`src/rtl/onchip_mem_master_if.sv`:
```
// Avalon-MM style memory port used by onchip_mem_master.
//
// Signals:
//   m_address    word address of the current transfer
//   m_byteenable byte enables (all ones on writes)
//   m_chipselect qualifies a transfer in the current cycle
//   m_write      1 = write, 0 = read (meaningful only with m_chipselect)
//   m_writedata  write data
//   m_clken      memory clock enable
//   m_readdata   read data, valid exactly one cycle after a read is issued
//
// Modports: master (the tester drives the bus), slave (the memory).
interface onchip_mem_master_if #(
    parameter int ADDR_W = 13,
    parameter int DATA_W = 64
);
    logic [ADDR_W-1:0]   m_address;
    logic [DATA_W/8-1:0] m_byteenable;
    logic                m_chipselect;
    logic                m_write;
    logic [DATA_W-1:0]   m_writedata;
    logic                m_clken;
    logic [DATA_W-1:0]   m_readdata;

    modport master (
        output m_address, m_byteenable, m_chipselect, m_write, m_writedata, m_clken,
        input  m_readdata
    );

    modport slave (
        input  m_address, m_byteenable, m_chipselect, m_write, m_writedata, m_clken,
        output m_readdata
    );
endinterface

```
`src/rtl/onchip_mem_master.sv`:
```
// On-chip memory tester: writes an incrementing pattern (seed+i) to a block
// of words starting at base_addr, reads the block back and counts mismatches.
//
// Ports:
//   clk, reset_n     clock, asynchronous active-low reset
//   start            run request, sampled only in IDLE
//   base_addr        first word address (captured on accepted start)
//   length           word count 0..2^ADDR_W (captured on accepted start)
//   seed             pattern seed (captured on accepted start)
//   busy             high during WRITE, READ and DRAIN
//   done             one-cycle end-of-run pulse
//   pass             last run had zero mismatches (held until next start)
//   err_count        mismatch count of the last run
//   first_err_addr   address of the first mismatch of the last run
//   state_dbg        current FSM state
//   m                memory bus (master side)
//
// Control handshake: there is no ready/valid pair. start is a level that is
// only looked at while IDLE; the run it triggers always completes (unless
// reset) and signals completion with a single-cycle done pulse. The memory
// bus has no waitrequest, so every issued transfer completes in its cycle.
module onchip_mem_master #(
    parameter int ADDR_W = 13,
    parameter int DATA_W = 64
) (
    input  logic                clk,
    input  logic                reset_n,
    input  logic                start,
    input  logic [ADDR_W-1:0]   base_addr,
    input  logic [ADDR_W:0]     length,
    input  logic [DATA_W-1:0]   seed,
    output logic                busy,
    output logic                done,
    output logic                pass,
    output logic [ADDR_W:0]     err_count,
    output logic [ADDR_W-1:0]   first_err_addr,
    output logic [2:0]          state_dbg,
    onchip_mem_master_if.master m
);

    typedef enum logic [2:0] {
        S_IDLE  = 3'd0,
        S_WRITE = 3'd1,
        S_READ  = 3'd2,
        S_DRAIN = 3'd3,
        S_DONE  = 3'd4
    } state_t;

    state_t state_q, state_d;

    logic [ADDR_W-1:0] base_q, addr_q, exp_addr_q;
    logic [DATA_W-1:0] seed_q, data_q, exp_data_q;
    logic [ADDR_W:0]   len_q, cnt_q;
    logic              cmp_valid_q;
    logic [ADDR_W:0]   err_count_q;
    logic [ADDR_W-1:0] first_err_q;
    logic              pass_q;

    logic              last_beat;
    logic              mismatch;
    logic [ADDR_W:0]   err_count_nxt;

    assign last_beat     = (cnt_q == (ADDR_W+1)'(1));
    // A read issued last cycle returns now; compare with its pipelined expectation.
    assign mismatch      = cmp_valid_q && (m.m_readdata != exp_data_q);
    assign err_count_nxt = err_count_q + {{ADDR_W{1'b0}}, mismatch};

    always_ff @(posedge clk or negedge reset_n) begin
        if (!reset_n) state_q <= S_IDLE;
        else          state_q <= state_d;
    end

    always_comb begin
        state_d = state_q;
        case (state_q)
            S_IDLE:  if (start) state_d = (length == '0) ? S_DONE : S_WRITE;
            S_WRITE: if (last_beat) state_d = S_READ;
            S_READ:  if (last_beat) state_d = S_DRAIN;
            S_DRAIN: state_d = S_DONE;
            S_DONE:  state_d = S_IDLE;
            default: state_d = S_IDLE;
        endcase
    end

    always_ff @(posedge clk or negedge reset_n) begin
        if (!reset_n) begin
            base_q      <= '0;
            seed_q      <= '0;
            len_q       <= '0;
            addr_q      <= '0;
            data_q      <= '0;
            cnt_q       <= '0;
            exp_addr_q  <= '0;
            exp_data_q  <= '0;
            cmp_valid_q <= 1'b0;
            err_count_q <= '0;
            first_err_q <= '0;
            pass_q      <= 1'b0;
        end else begin
            cmp_valid_q <= (state_q == S_READ);
            exp_addr_q  <= addr_q;
            exp_data_q  <= data_q;

            case (state_q)
                S_IDLE: begin
                    if (start) begin
                        base_q      <= base_addr;
                        seed_q      <= seed;
                        len_q       <= length;
                        addr_q      <= base_addr;
                        data_q      <= seed;
                        cnt_q       <= length;
                        err_count_q <= '0;
                        first_err_q <= '0;
                        // An empty run has nothing to miscompare.
                        pass_q      <= (length == '0);
                    end
                end
                S_WRITE: begin
                    if (last_beat) begin
                        // Rewind to replay the same address/data sequence for reads.
                        addr_q <= base_q;
                        data_q <= seed_q;
                        cnt_q  <= len_q;
                    end else begin
                        addr_q <= addr_q + ADDR_W'(1);
                        data_q <= data_q + DATA_W'(1);
                        cnt_q  <= cnt_q - (ADDR_W+1)'(1);
                    end
                end
                S_READ: begin
                    addr_q <= addr_q + ADDR_W'(1);
                    data_q <= data_q + DATA_W'(1);
                    cnt_q  <= cnt_q - (ADDR_W+1)'(1);
                end
                S_DRAIN: begin
                    // Last comparison lands this cycle, so use the updated count.
                    pass_q <= (err_count_nxt == '0);
                end
                default: ;
            endcase

            if (mismatch) begin
                err_count_q <= err_count_nxt;
                if (err_count_q == '0) first_err_q <= exp_addr_q;
            end
        end
    end

    assign busy           = (state_q == S_WRITE) || (state_q == S_READ) || (state_q == S_DRAIN);
    assign done           = (state_q == S_DONE);
    assign pass           = pass_q;
    assign err_count      = err_count_q;
    assign first_err_addr = first_err_q;
    assign state_dbg      = state_q;

    assign m.m_address    = addr_q;
    assign m.m_writedata  = data_q;
    assign m.m_chipselect = (state_q == S_WRITE) || (state_q == S_READ);
    assign m.m_write      = (state_q == S_WRITE);
    assign m.m_byteenable = (state_q == S_WRITE) ? '1 : '0;
    assign m.m_clken      = reset_n;

endmodule

```
`src/flat_wrapper.sv`:
```
// flat-port wrapper written by rule: the top's interface ports become plain ports
module onchip_mem_master_flat 
#(
    parameter int ADDR_W = 13,
    parameter int DATA_W = 64
)
  (clk, reset_n, start, base_addr, length, seed, busy, done, pass, err_count, first_err_addr, state_dbg, m_m_address, m_m_byteenable, m_m_chipselect, m_m_write, m_m_writedata, m_m_clken, m_m_readdata);
  onchip_mem_master_if #(.ADDR_W(ADDR_W), .DATA_W(DATA_W)) m_i ();
  input  logic clk;
  input  logic reset_n;
  input  logic start;
  input  logic [ADDR_W-1:0] base_addr;
  input  logic [ADDR_W:0] length;
  input  logic [DATA_W-1:0] seed;
  output logic busy;
  output logic done;
  output logic pass;
  output logic [ADDR_W:0] err_count;
  output logic [ADDR_W-1:0] first_err_addr;
  output logic [2:0] state_dbg;
  output wire logic [$bits(m_i.m_address)-1:0] m_m_address;
  output wire logic [$bits(m_i.m_byteenable)-1:0] m_m_byteenable;
  output wire logic [$bits(m_i.m_chipselect)-1:0] m_m_chipselect;
  output wire logic [$bits(m_i.m_write)-1:0] m_m_write;
  output wire logic [$bits(m_i.m_writedata)-1:0] m_m_writedata;
  output wire logic [$bits(m_i.m_clken)-1:0] m_m_clken;
  input wire logic [$bits(m_i.m_readdata)-1:0] m_m_readdata;
  assign m_m_address = m_i.m_address;
  assign m_m_byteenable = m_i.m_byteenable;
  assign m_m_chipselect = m_i.m_chipselect;
  assign m_m_write = m_i.m_write;
  assign m_m_writedata = m_i.m_writedata;
  assign m_m_clken = m_i.m_clken;
  assign m_i.m_readdata = m_m_readdata;
  onchip_mem_master #(.ADDR_W(ADDR_W), .DATA_W(DATA_W)) u_core (.clk(clk), .reset_n(reset_n), .start(start), .base_addr(base_addr), .length(length), .seed(seed), .busy(busy), .done(done), .pass(pass), .err_count(err_count), .first_err_addr(first_err_addr), .state_dbg(state_dbg), .m(m_i));
endmodule
```
`config.mk`:
```
export PLATFORM = sky130hd
export DESIGN_NAME = onchip_mem_master_flat
export DESIGN_NICKNAME = d
export VERILOG_FILES = /design/src/rtl/onchip_mem_master_if.sv /design/src/rtl/onchip_mem_master.sv /design/src/flat_wrapper.sv
export SDC_FILE = /design/constraint.sdc
export NUM_CORES = 1
export LEC_CHECK = 0
export BUFFER_PORTS_ARGS = -buffer_cell sky130_fd_sc_hd__buf_2
export CAP_MARGIN = 20
export CORE_ASPECT_RATIO = 2
export CORE_MARGIN = 2
export CORE_UTILIZATION = 40
export CTS_CLUSTER_SIZE = 24
export DETAILED_ROUTE_END_ITERATION = 8
export PLACE_DENSITY = 0.62
export SYNTH_ARGS = -nofsm -noshare
export SYNTH_HDL_FRONTEND = slang
export SYNTH_SLANG_ARGS = --single-unit
export TNS_END_PERCENT = 30
```
`constraint.sdc`:
```
create_clock -name clk -period 3.3 [get_ports clk]
set_input_delay 0.66 -clock clk [delete_from_list [all_inputs] [get_ports clk]]
set_output_delay 0.66 -clock clk [all_outputs]
set_load 0.02 [all_outputs]
```
==> metrics, run 1 <==
status=completed; antenna-violating nets left=0; Int Pwr=0.00827 W; clk root buf=clkbuf_16; Async S/R FF share, synth=1.00; clock buffer count from CTS=27; Peak supply drop=between 400 and 500 uV; largest family of logic cells by synthesized area=simple AND/OR/NAND/NOR gates; Crit path required time=2640 ps; Place WS=-772 ps; RSZ-0062 raised after global routing=false; PwrDens=751 nW/um2; post-synthesis cell area=14500 um2; Worst Hold Class=input port to flop; setup TNS=0 ps; worst clock skew=approximately 9.4 ps; die area=between 30000 and 40000 um2; initial core utilization=0.405; sequential power share=0.472; DRC errors left=0; final core utilization=0.496; Iter 0 DRT Violations=between 1000 and 1500; Total GRT Usage=0.276; Clock Sinks=just under 300; Clock Latency Late Sink=~550 ps; global route overflow=0; DRT Pass-1 Iters=5; WS Path Type=flop to primary output; Arr. time, crit path=2460 ps; DR vias=around 13000; Synth Instances=1590; max frequency=around 320 MHz; CTS tree=done; vias per cell=~5.7; syn_nets=about 1800; startpoint types=flop; Worst setup EP type=primary output; XOR/XNOR share of the synthesized area=0.0483; Die X=around 140 um; compound-cell area share of the yosys netlist=0.170; measured slew at the worst slew-check pin=roughly 850 ps; P_leak=about 8.5 nW; CP Max Fanout=13; share of the synthesized area in the top cell type=0.502; total power draw=between 0.01 and 0.015 W; r2r worst-path depth=14; first-pass GRT wire length=~81 mm; NetSw=a little over 0.005 W; # IOs=between 200 and 300; H-tree depth=1; Core Region=between 30000 and 40000 um2; simple-gate share of the synthesized area=0.207; relative slew slack=0.426; sequential fraction of the synthesis area=0.502; Vert. Die Dim=around 270 um; Switching Fraction=0.380; Final Hold Slack=~310 ps; Adder-Cell Fraction of Synth Area=0.00690; worst hold stages=3; Fin. Hold Viols=0; max incr delay on CP=between 500 and 600 ps; layout cells sized above 1=0.224; CTS clk-pin slew, worst paths=~70 ps; combinational group share of total power=0.289; largest net degree at the start of global routing=roughly 100; DP HPWL=between 30 and 40 mm; CP Depth=4; cell family with most CP delay=simple AND/OR/NAND/NOR gates; nets=2043; synthesized flop and latch total=291; setup violators final=0; FP Rows=about 100; Post-synth EDFFs=0; Detailed Route WL=between 50 and 60 mm; setup slack after layout=between 150 and 200 ps; GP Congestion=0.940; clock share of power=0.240; Max-cap violations=0; fin crit share=0.946; post-synthesis mux area share=0.0202; antenna violations before repair=8; Area contributors post-synth=dfrtp_1 50%, nand2_1 10%, xnor2_1 4.5%; number of synthesis warnings=0; critical-path cell list=nand2b_1 -> nor2_1 -> buf_4 -> buf_2; post-route minimum period=around 3100 ps; Port-buffer cells=between 200 and 300; vias in the first global route=~14000; Main synth FF type=dfrtp_1; post-synth cell types=52; max-slew violations=0; wire length per cell=about 22 um; Buf+Inv Stages, Crit Path=2; Synth area leader=dfrtp_1; Mean Syn Cell Area=9.12 um2; area added between synthesis and finish=22.4%; Max Root-Sink Buffers=3; CP max stage cell=nor2_1
[power groups by stage]
stage / clock [W] / combinational, W / sequential (W)
floorplan: 0 / 0.00168 / 0.00642
global placement: 0 / 0.00377 / 0.00629
detailed placement: 0 / 0.00386 / 0.00633
CTS: 0.00327 / 0.00388 / 0.00626
global route: 0.00341 / 0.00422 / 0.00645
finish: 0.00320 / 0.00385 / 0.00629
[cell type report]
| cell class | instances | area, um2 |
|---|---|---|
| clock inverters | 14 | 135 |
| repair buffers | 357 | 2150 |
| diodes | 4 | 10.0 |
| inverters | 58 | 218 |
| clock buffers | 35 | 746 |
| multi-input cells | 1142 | 6650 |
| fillers | 3398 | 18000 |
| well taps | 450 | 563 |
| flip-flops and latches | 291 | 7280 |
[cells in the mapped netlist, types with 7 or more instances]
library cell / n
nor2_1: 50
o21ai_0: 58
a221oi_1: 56
o22a_1: 8
a221o_1: 26
nand2_1: 394
inv_1: 58
clkbuf_1: 65
and3_1: 20
nand3_1: 60
mux2i_1: 27
ha_1: 8
nor4_1: 19
nand4_1: 38
buf_2: 9
dfrtp_1: 291
or3_1: 8
buf_4: 14
or4_1: 9
buf_1: 10
nor3_1: 30
a21oi_1: 109
or2_2: 7
xnor2_1: 75
a2bb2oi_1: 46
nand2b_1: 17
o21a_1: 13
and2_1: 10
[state kept, by name, indices dropped and copies added (netlist names)]
| register | count |
|---|---|
| u_core.exp_data_q | 64 |
| u_core.pass | 1 |
| u_core.first_err_addr | 13 |
| u_core.cmp_valid_q | 1 |
| u_core.state_dbg | 3 |
| u_core.len_q | 14 |
| u_core.err_count | 14 |
| u_core.m.m_address | 13 |
| u_core.seed_q | 64 |
| u_core.base_q | 13 |
| u_core.cnt_q | 14 |
| u_core.exp_addr_q | 13 |
| u_core.m.m_writedata | 64 |
[path summary, 6_finish.rpt]
kind                                                          from                                   end  slack, ps
worst max-delay path               u_core.state_dbg[1]$_DFFE_PN0P_                     m_m_byteenable[4]        180
worst min-delay path                                      seed[45]         u_core.seed_q[45]$_DFFE_PN0P_        310
worst max register to register     u_core.exp_data_q[53]$_DFF_PN0_               u_core.pass$_DFFE_PN0P_        230
worst min register to register  u_core.m.m_address[12]$_DFFE_PN0P_       u_core.exp_addr_q[12]$_DFF_PN0_        440
max in group asynchronous                                  reset_n       u_core.exp_data_q[12]$_DFF_PN0_       1860
min in group asynchronous                                  reset_n  u_core.m.m_writedata[44]$_DFFE_PN0P_        570
[placed cells by master, fill, tap and decap left out, drive strengths merged, types with 10 or more instances in the layout]
master and count:
and2 10, a2bb2oi 46, dfrtp 291, a21oi 109, mux2i 27, nor2 50, nand3 60, clkbuf 35
buf 356, nor4 19, o21ai 62, o21a 13, nand2b 17, and3 20, xnor2 75, nor3 31
nand4 38, a221oi 56, or4 10, a221o 26, inv 59, nand2 394
[logic make-up after synthesis]
logic type	after synthesis
xor gates and xnor gates	80
and+or+nand+nor	670
AOI/OAI and AO/OA	355
muxes	29
DFF	291
adders and majority gates	8
buffers and inverters	157
[stage by stage]
stage	std cells	area, um2
final	2351	17800
after global placement	2297	16800
after floorplan	1590	14500
after detailed placement	2297	16800
after CTS	2347	17700
after global routing	2350	17800
[layer usage]
layer | track usage | routed length, um | up-vias
met5 | 0 | 51 | -
li1 | - | - | 6196
met4 | 0.163 | 3480 | 8
met2 | 0.507 | 28000 | 519
met1 | 0.302 | 18600 | 6592
met3 | 0.0355 | 2740 | 150
[timing repair]
item / CTS / global route
hold buffers: 1 / 0
setup endpoints to repair: 12 / 1
pin swaps: 0 / 3
buffers inserted: 0 / 0
gates resized for setup: 2 / 4
hold endpoints to repair: 22 / 0
[worst register-to-register path, cell delays in order, from the launching register on]
cell     delay [ps]
dfrtp_1         470
xnor2_1         190
nand4_1         170
nor4_4          460
nand4_1         220
buf_4           190
nand2_1          70
inv_1            70
ha_1            180
ha_1            210
nand2_1         110
or3_1           170
xnor2_1         120
o21ai_0         100
a41o_1          210
Note: power is estimated with default switching activity, not from simulation.
==> run 2: changes to the inputs <==
--- a/config.mk
+++ b/config.mk
@@ -7,11 +7,11 @@
 export LEC_CHECK = 0
 export BUFFER_PORTS_ARGS = -buffer_cell sky130_fd_sc_hd__buf_2
 export CAP_MARGIN = 20
-export CORE_ASPECT_RATIO = 2
 export CORE_MARGIN = 2
 export CORE_UTILIZATION = 40
 export CTS_CLUSTER_SIZE = 24
 export DETAILED_ROUTE_END_ITERATION = 8
+export GPL_TIMING_DRIVEN = 0
 export PLACE_DENSITY = 0.62
 export SYNTH_ARGS = -nofsm -noshare
 export SYNTH_HDL_FRONTEND = slang
==> run 2 against run 1 <==
  * The run now ends with DRC left
  * Sequential power up 1%
  * Core utilization grew 0.61 points
  * Via count grew 1.7%
  * Design area is 0.81% higher
  * Largest power group unchanged
  * Highest routed layer unchanged
==> metrics, run 2 (synthesis results as in run 1) <==
# IOs=279 (unchanged); fin crit share=0.991 (was 0.946); GP Congestion=0.935 (was 0.940); total power draw=0.0137 W (was 0.0133 W); global route overflow=0 (unchanged); FILL cells=3373 (was 3398); Crit path required time=2640 ps (about the same); clock share of power=0.285 (was 0.240); Core Region=35700 um2 (was 35800 um2); worst setup path startpoint=u_core.state_dbg[1]$_DFFE_PN0P_ (unchanged); Fin. Hold Viols=0 (unchanged); post-route minimum period=3270 ps (was 3120 ps); die area=37800 um2 (was 37900 um2); setup violators final=0 (unchanged); startpoint types=flop (unchanged); Port-buffer cells=278 (unchanged); setup slack after layout=30.9 ps (was 177 ps); clock buffer count from CTS=34 (was 27); status=complete, but fails checks (was completed); Total GRT Usage=0.289 (was 0.276); DRT Pass-1 Iters=9 (was 5); CTS tree=done (unchanged); FP Rows=69 (was 98); Vert. Die Dim=194 um (was 273 um); area added between synthesis and finish=23.4% (was 22.4%); Max-cap violations=0 (unchanged); Worst Hold Class=input port to asynchronous set/reset pin (was input port to flop); Max Root-Sink Buffers=3 (unchanged); Die X=194 um (was 139 um); most common cell after layout, fill and taps aside=nand2_1 (unchanged); nets=2077 (was 2043); Int Pwr=0.00874 W (was 0.00827 W); Clock Sinks=291 (unchanged); CP endpoint=m_m_chipselect (was m_m_byteenable[4]); Detailed Route WL=55.0 mm (was 52.8 mm); clk root buf=clkbuf_16 (unchanged); vias in the first global route=13400 (was 13600); PwrDens=768 nW/um2 (was 751 nW/um2); final core utilization=0.502 (was 0.496); initial core utilization=0.407 (was 0.405); sequential power share=0.462 (was 0.472); CTS Hold Bufs=0 (was 1); RSZ-0062 raised after global routing=true (was false); wire length per cell=22.9 um (was 22.5 um); most frequent cells in the layout=393 x nand2_1, 291 x dfrtp_1, 288 x buf_2 (was 393 x nand2_1, 291 x dfrtp_1, 277 x buf_2); P_leak=8.54 nW (was 8.52 nW); Peak supply drop=303 uV (was 487 uV); antenna violations before repair=5 (was 8); WS Path Type=flop to primary output (unchanged); r2r setup slk=100 ps (was 230 ps); DP HPWL=40.4 mm (was 38.4 mm); antenna-violating nets left=0 (unchanged); worst clock skew=19.1 ps (was 9.38 ps); NetSw=0.00501 W (was 0.00507 W); Switching Fraction=0.364 (was 0.380); r2r worst-path depth=9 (was 14); combinational group share of total power=0.253 (was 0.289); vias per cell=5.71 (was 5.73); largest net degree at the start of global routing=116 (was 102); DR vias=13700 (was 13500); first-pass GRT wire length=82.4 mm (was 81.0 mm); setup TNS=0 ps (unchanged); Iter 0 DRT Violations=1436 (was 1004); Clock Latency Late Sink=520 ps (was 550 ps); measured slew at the worst slew-check pin=935 ps (was 855 ps); RR Startpoint=u_core.cnt_q[7]$_DFFE_PN0P_ (was u_core.exp_data_q[53]$_DFF_PN0_); max frequency=306 MHz (was 320 MHz); reg2reg end=u_core.m.m_writedata[49]$_DFFE_PN0P_ (was u_core.pass$_DFFE_PN0P_); Place WS=-1460 ps (was -772 ps); Arr. time, crit path=2610 ps (was 2460 ps); Worst setup EP type=primary output (unchanged); relative slew slack=0.371 (was 0.426); max-slew violations=0 (unchanged); CTS clk-pin slew, worst paths=60 ps (was 70 ps); CP Max Fanout=10 (was 13); layout cells sized above 1=0.208 (was 0.224); DRC errors left=48 (was 0); failing checks=DRC; H-tree depth=2 (was 1)
## run 2: layer usage
metal	share of wire	track usage	vias to the layer above	wire, um
li1	-	-	6279	-
met1	0.42	0.386	6656	23100
met2	0.46	0.472	627	25500
met3	0.071	0.0465	131	3900
met4	0.043	0.115	6	2380
met5	0.00075	0	-	41
## run 2: stage by stage
step	instance area (um2)	hold slack, ps	std cells
5_1_grt	17900	169	2397
2_1_floorplan	14500	364	1590
3_5_place_dp	16600	408	2333
4_1_cts	17800	142	2394
3_3_place_gp	16500	411	2329
6_report	17900	111	2398
## run 2: worst max-delay path, cell delays in order (launching register included)
cell	delay (ps)
dfrtp_1	380
clkbuf_1	320
nand2b_1	250
a21o_1	360
clkbuf_1	480
inv_1	120
buf_2	190
## run 2: power groups by stage
stage	registers, W	clock network [W]	logic, W
after floorplan	0.00642	0	0.00168
after global placement	0.00632	0	0.00337
after detailed placement	0.00636	0	0.00344
after CTS	0.00631	0.00397	0.00349
after global routing	0.00652	0.00411	0.00382
final	0.00635	0.00391	0.00348
## run 2: cell type report
class                   count  area, um2  share of cell area
diodes                      3       7.51            0.000419
plain buffers              98        468              0.0261
clock buffers              49       1020              0.0570
clock inverters            10        135             0.00755
inverters                  58        218              0.0122
multi-input cells        1142       6690               0.374
flip-flops and latches    291       7280               0.407
well taps                 461        577              0.0322
repair buffers            286       1500              0.0839
## run 2: how the worst min path moves through the flow
stage / start / to / slack [ps] / cells past startpoint
detailed placement: u_core.m.m_writedata[9]$_DFFE_PN0P_ / u_core.exp_data_q[9]$_DFF_PN0_ / 410 / 0
floorplan: reset_n / u_core.base_q[0]$_DFFE_PN0P_ / 360 / 0
finish: reset_n / u_core.exp_data_q[9]$_DFF_PN0_ / 110 / 1
global placement: u_core.m.m_writedata[9]$_DFFE_PN0P_ / u_core.exp_data_q[9]$_DFF_PN0_ / 410 / 0
global route: reset_n / u_core.exp_data_q[9]$_DFF_PN0_ / 170 / 1
CTS: reset_n / u_core.exp_data_q[9]$_DFF_PN0_ / 140 / 1
## run 2: repair_timing
item,4_1_cts,5_1_grt
endpoints found under the hold margin,0,0
buffers inserted,3,1
pin swaps,3,4
endpoints found under the setup margin,82,59
gates resized for setup,21,19
